===== src/rtl/spi_iram_loader.sv =====
// SPI-slave (mode 0, MSB first) boot loader that writes 16-bit words into iram and gates the CPU halt.
// Pins are oversampled in clk; write strobe lands 3 clk after the SCK edge carrying the last data bit.
module spi_iram_loader #(
    parameter int ADDR_W        = 13,
    parameter bit HOLD_AT_RESET = 1'b1
) (
    input  logic              clk,
    input  logic              reset,
    input  logic              nCS,
    input  logic              SCK,
    input  logic              MOSI,
    output logic              iram_we,
    output logic [ADDR_W-1:0] iram_addr,
    output logic [15:0]       iram_wdata,
    output logic              cpu_hold,
    output logic              busy
);

    typedef enum logic [2:0] {
        IDLE, CMD, ADDR_HI, ADDR_LO, DATA_HI, DATA_LO, IGNORE
    } state_t;

    state_t            state_q, state_d;
    logic [2:0]        ncs_q, sck_q;
    logic [1:0]        mosi_q;
    logic [6:0]        shift_q;
    logic [2:0]        bit_cnt_q;
    logic [7:0]        addr_hi_q, addr_hi_d;
    logic [7:0]        data_hi_q, data_hi_d;
    logic [ADDR_W-1:0] addr_q, addr_d;
    logic [15:0]       wdata_q, wdata_d;
    logic              we_q, we_d;
    logic              hold_q, hold_d;

    logic              ncs_fall, ncs_rise, sck_rise, bit_take;
    logic              byte_vld;
    logic [7:0]        byte_dat;
    logic [15:0]       addr_full;

    // Index 1 is the synchronized level, index 2 the previous one for edge detection.
    assign ncs_fall  = ncs_q[2] & ~ncs_q[1];
    assign ncs_rise  = ~ncs_q[2] & ncs_q[1];
    assign sck_rise  = sck_q[1] & ~sck_q[2];
    assign bit_take  = sck_rise & ~ncs_q[1];
    assign byte_dat  = {shift_q, mosi_q[1]};
    assign byte_vld  = bit_take & (bit_cnt_q == 3'd7);
    assign addr_full = {addr_hi_q, byte_dat};

    always_ff @(posedge clk or negedge reset) begin
        if (!reset) begin
            ncs_q     <= 3'b111;
            sck_q     <= 3'b000;
            mosi_q    <= 2'b00;
            shift_q   <= 7'd0;
            bit_cnt_q <= 3'd0;
        end else begin
            ncs_q  <= {ncs_q[1:0], nCS};
            sck_q  <= {sck_q[1:0], SCK};
            mosi_q <= {mosi_q[0], MOSI};
            if (ncs_fall) begin
                bit_cnt_q <= 3'd0;
            end else if (bit_take) begin
                shift_q   <= byte_dat[6:0];
                bit_cnt_q <= bit_cnt_q + 3'd1;
            end
        end
    end

    always_ff @(posedge clk or negedge reset) begin
        if (!reset) begin
            state_q   <= IDLE;
            addr_hi_q <= 8'd0;
            data_hi_q <= 8'd0;
            addr_q    <= '0;
            wdata_q   <= 16'd0;
            we_q      <= 1'b0;
            hold_q    <= HOLD_AT_RESET;
        end else begin
            state_q   <= state_d;
            addr_hi_q <= addr_hi_d;
            data_hi_q <= data_hi_d;
            addr_q    <= addr_d;
            wdata_q   <= wdata_d;
            we_q      <= we_d;
            hold_q    <= hold_d;
        end
    end

    always_comb begin
        state_d   = state_q;
        addr_hi_d = addr_hi_q;
        data_hi_d = data_hi_q;
        addr_d    = we_q ? addr_q + ADDR_W'(1) : addr_q;
        wdata_d   = wdata_q;
        we_d      = 1'b0;
        hold_d    = hold_q;
        // Deselect wins over a byte completing in the same cycle; a half word is simply dropped.
        if (ncs_rise) begin
            state_d = IDLE;
        end else if (state_q == IDLE) begin
            if (ncs_fall) state_d = CMD;
        end else if (byte_vld) begin
            case (state_q)
                CMD: begin
                    case (byte_dat)
                        8'h01:   state_d = ADDR_HI;
                        8'h02:   begin hold_d = 1'b0; state_d = IGNORE; end
                        8'h03:   begin hold_d = 1'b1; state_d = IGNORE; end
                        default: state_d = IGNORE;
                    endcase
                end
                ADDR_HI: begin
                    addr_hi_d = byte_dat;
                    state_d   = ADDR_LO;
                end
                ADDR_LO: begin
                    addr_d  = addr_full[ADDR_W-1:0];
                    state_d = DATA_HI;
                end
                DATA_HI: begin
                    data_hi_d = byte_dat;
                    state_d   = DATA_LO;
                end
                DATA_LO: begin
                    wdata_d = {data_hi_q, byte_dat};
                    we_d    = 1'b1;
                    state_d = DATA_HI;
                end
                default: state_d = state_q;
            endcase
        end
    end

    assign iram_we    = we_q;
    assign iram_addr  = addr_q;
    assign iram_wdata = wdata_q;
    assign cpu_hold   = hold_q;
    assign busy       = ~ncs_q[1];

endmodule


===== config.mk =====
export PLATFORM = sky130hd
export DESIGN_NAME = spi_iram_loader
export DESIGN_NICKNAME = d
export VERILOG_FILES = /design/src/rtl/spi_iram_loader.sv
export SDC_FILE = /design/constraint.sdc
export NUM_CORES = 1
export LEC_CHECK = 0
export ABC_CLOCK_PERIOD_IN_PS = 4900
export CORE_UTILIZATION = 30
export CTS_CLUSTER_SIZE = 8
export DETAILED_ROUTE_END_ITERATION = 16
export PLACE_DENSITY = 0.58
export SYNTH_ARGS = -nofsm -noshare
export SYNTH_HDL_FRONTEND = slang
export SYNTH_SLANG_ARGS = --single-unit

===== constraint.sdc =====
create_clock -name clk -period 4.9 [get_ports clk]
set_clock_uncertainty 0.2 [all_clocks]
set_input_delay 0.49 -clock clk [delete_from_list [all_inputs] [get_ports clk]]
set_output_delay 0.49 -clock clk [all_outputs]
set_load 0.01 [all_outputs]

==> reports/metrics.cfg <==
[sta]
slew_violations=0
holdWs_ps=150
finalSetupTns_ps=0
fmax_mhz=433
fin_crit_sh_pct=47.1
relSlewSlack_pct=42.8
hold_violations=0
min_period_ps=2310
rsz0062_at_grt=no
setup_viol=0
worstMarginPinSlew_ps=856

[synth]
synth_fp_nets=221
async_reset_ff_share_pct=100
synthDistinctLibCells=31
ys_warn_count=0
synthFlopType=dfrtp_1
syn_avg_cell_area_sq_um=13.1
synth_top_area_share_pct=55.2
seq_area_frac_synth_pct=59.0
synth_edf_count=0
syn_inst=211
synth_area_leaders=dfrtp_1, mux2_2, mux2_4, dfstp_2, nor2_1
netlist_area_sq_um=2770
synth.largest_area_cell=dfrtp_1
ys_seq_elements=65

[global_routing]
use_met1_pct=16.0
top_usage_layer=met2
grtUsageMet3_pct=3.44
grt_max_degree=44
grt_use_met2_pct=16.2
antenna_found_initial=0
grt_util_all_layers_pct=11.5
grt_pass1_vias=1731
overflow=0
grt_first_pass_wirelength_um=8560

[pwr]
power.leakage_nw=1.59
p_per_area_nw_per_um2=325
peakVddDrop_uv=175

[final_layout]
final_cells=367
fin_nets=264
areaGrowthSynthToFinish_pct=24.0
drive_gt1_share_pct=23.6
final_util_pct=39.0
diodes=0

[worst_hold_path]
holdPathStages=0
min_path_type=register to register

[floorplan]
initial_utilization_pct=31.4
rows=34
die_w_um=98.1
io_pins=37
fp.dieH_um=98.1
die_area_sq_um=9610
core_sq_um=8810

[route]
via_count=1683
via_per_inst=4.59
drc=5
first_pass_iters=10
wl_um=4800
ant_nets=0
drtIter0Drc=104
wl_per_cell_um=13.1

[setup_path]
required_ps=4870
crit_chain=ha_1, ha_1, and4bb_2, nand3_1, nor2_1, a21oi_1
end_kind=register
ff2ff_path_depth=6
cp_max_fo=26
start_kind=register
max_stage_delay_ps=610
crit_arrival_ps=2280
critPathSlowestCell=nand3_1
worstSetupPathType=register to register
path_common_cell=ha_1

[clock_network]
clk_pin_slew_worst_paths_ps=60
clock_sinks=65
insertion_delay_ps=330
cts_max_level=3
cts_tree=done
clk_root_buffer_cell=clkbuf_8
cts_made_buffers=9
clockBufferDepth=2

[placement]
hpwlAfterDp_um=3320
port_buffers=36
dp.cells=350
gp_congestion=0.718

[outcome]
status=finished with violations
violations=design-rule violations

[flow_run]
cap_violations=0

## cells in the mapped netlist, types with 2 or more instances
cell type and number:
xor2_1 4, mux2_2 27, nand4_1 4, nor4_1 4, buf_2 3, nor2b_1 3
dfrtp_1 61, xnor2_1 10, mux2i_1 3, nor2_1 24, a21oi_1 16, inv_1 4
mux2_4 9, nor3_1 3, ha_1 5, nand3_1 5, clkbuf_1 2, dfstp_2 4
nand2_1 8
## worst paths after layout
kind                               from           end  slack (ps)
max reg2reg                bit_cnt_q[0]  iram_addr[6]        2590
max in group asynchronous         reset      ncs_q[0]        3130
min reg2reg                    sck_q[0]      sck_q[1]         150
min in group asynchronous         reset      sck_q[2]         450
min                            sck_q[0]      sck_q[1]         150
max                        bit_cnt_q[0]  iram_addr[6]        2590
## registers in the layout (all words and copies together), names as in the netlist
signal and count:
addr_hi_q 5, bit_cnt_q 3, ncs_q 3, sck_q 3
iram_addr 13, state_q 3, cpu_hold 1, iram_wdata 16
iram_we 1, mosi_q 2, shift_q 7, data_hi_q 8
## cells by family after synthesis
family                     after synthesis  synth area share, %
and+or+nand+nor                         59                 11.8
AOI/OAI and AO/OA                       18                 3.39
buffers and inverters                   10                 1.76
xor gates and xnor gates                14                 4.43
adders and majority gates                5                 2.26
muxes                                   40                 17.4
DFF                                     65                 59.0
## stage by stage
step / instance area [sq um] / setup slack [ps] / power, mW
2_1_floorplan: 2770 / 2910 / 0.652
3_3_place_gp: 3230 / 2620 / 0.694
3_5_place_dp: 3230 / 2630 / 0.696
4_1_cts: 3430 / 2610 / 1.14
5_1_grt: 3430 / 2340 / 1.18
6_report: 3430 / 2590 / 1.11
## critical path, delay by kind of cell, from the launching register on
| family | cells | cell delay, ps |
|---|---|---|
| AND/OR/NAND/NOR | 3 | 1220 |
| flip-flops | 1 | 360 |
| adder cells (fa/ha/maj) | 2 | 310 |
| AO/OA/AOI/OAI | 1 | 60 |
## power by group
group          total (mW)  leakage (nW)  internal (mW)  switching (mW)
combinational      0.0651         0.626         0.0355          0.0296
sequential          0.619         0.870          0.567          0.0517
clock               0.431        0.0974          0.248           0.183
total                1.11          1.59          0.850           0.264
## placed cells by master, fill, tap and decap left out, drive strengths merged
| cell | count |
|---|---|
| clkdlybuf4s50 | 35 |
| inv | 4 |
| dfstp | 4 |
| a21boi | 1 |
| dfrtp | 61 |
| nand4 | 4 |
| a31oi | 1 |
| nor3b | 2 |
| clkinv | 2 |
| or3 | 1 |
| and4 | 1 |
| clkbuf | 13 |
| nand2 | 8 |
| mux2i | 3 |
| xor2 | 4 |
| dlygate4sd3 | 1 |
| nand3 | 6 |
| nor4 | 4 |
| mux2 | 37 |
| a21oi | 16 |
| nor2 | 24 |
| nor2b | 3 |
| and3 | 1 |
| bufinv | 1 |
| and4bb | 1 |
| xnor2 | 10 |
| nand3b | 1 |
| buf | 2 |
| nor3 | 3 |
| ha | 5 |
## final cells by class
cell class / instances / area, sq um
inverter: 4 / 15.0
clock inverter: 3 / 40.0
sequential: 65 / 1630
timing repair buffer: 38 / 373
multi-input combinational: 136 / 1090
clock buffer: 13 / 149
fill: 832 / 5380
tap: 108 / 135
## timing repair
item / in CTS / in global routing
gates resized for setup: 0 / 0
endpoints found under the setup margin: 0 / 0
buffers inserted: 0 / 0
hold buffers: 1 / 0
hold endpoints to repair: 20 / 0
## metal layers
layer	vias to the layer above	part of all wire [%]
met5	-	0
met4	0	0.96
met3	4	4.5
met2	40	44
met1	820	50
li1	819	-
(Power assumes the default switching activity.)
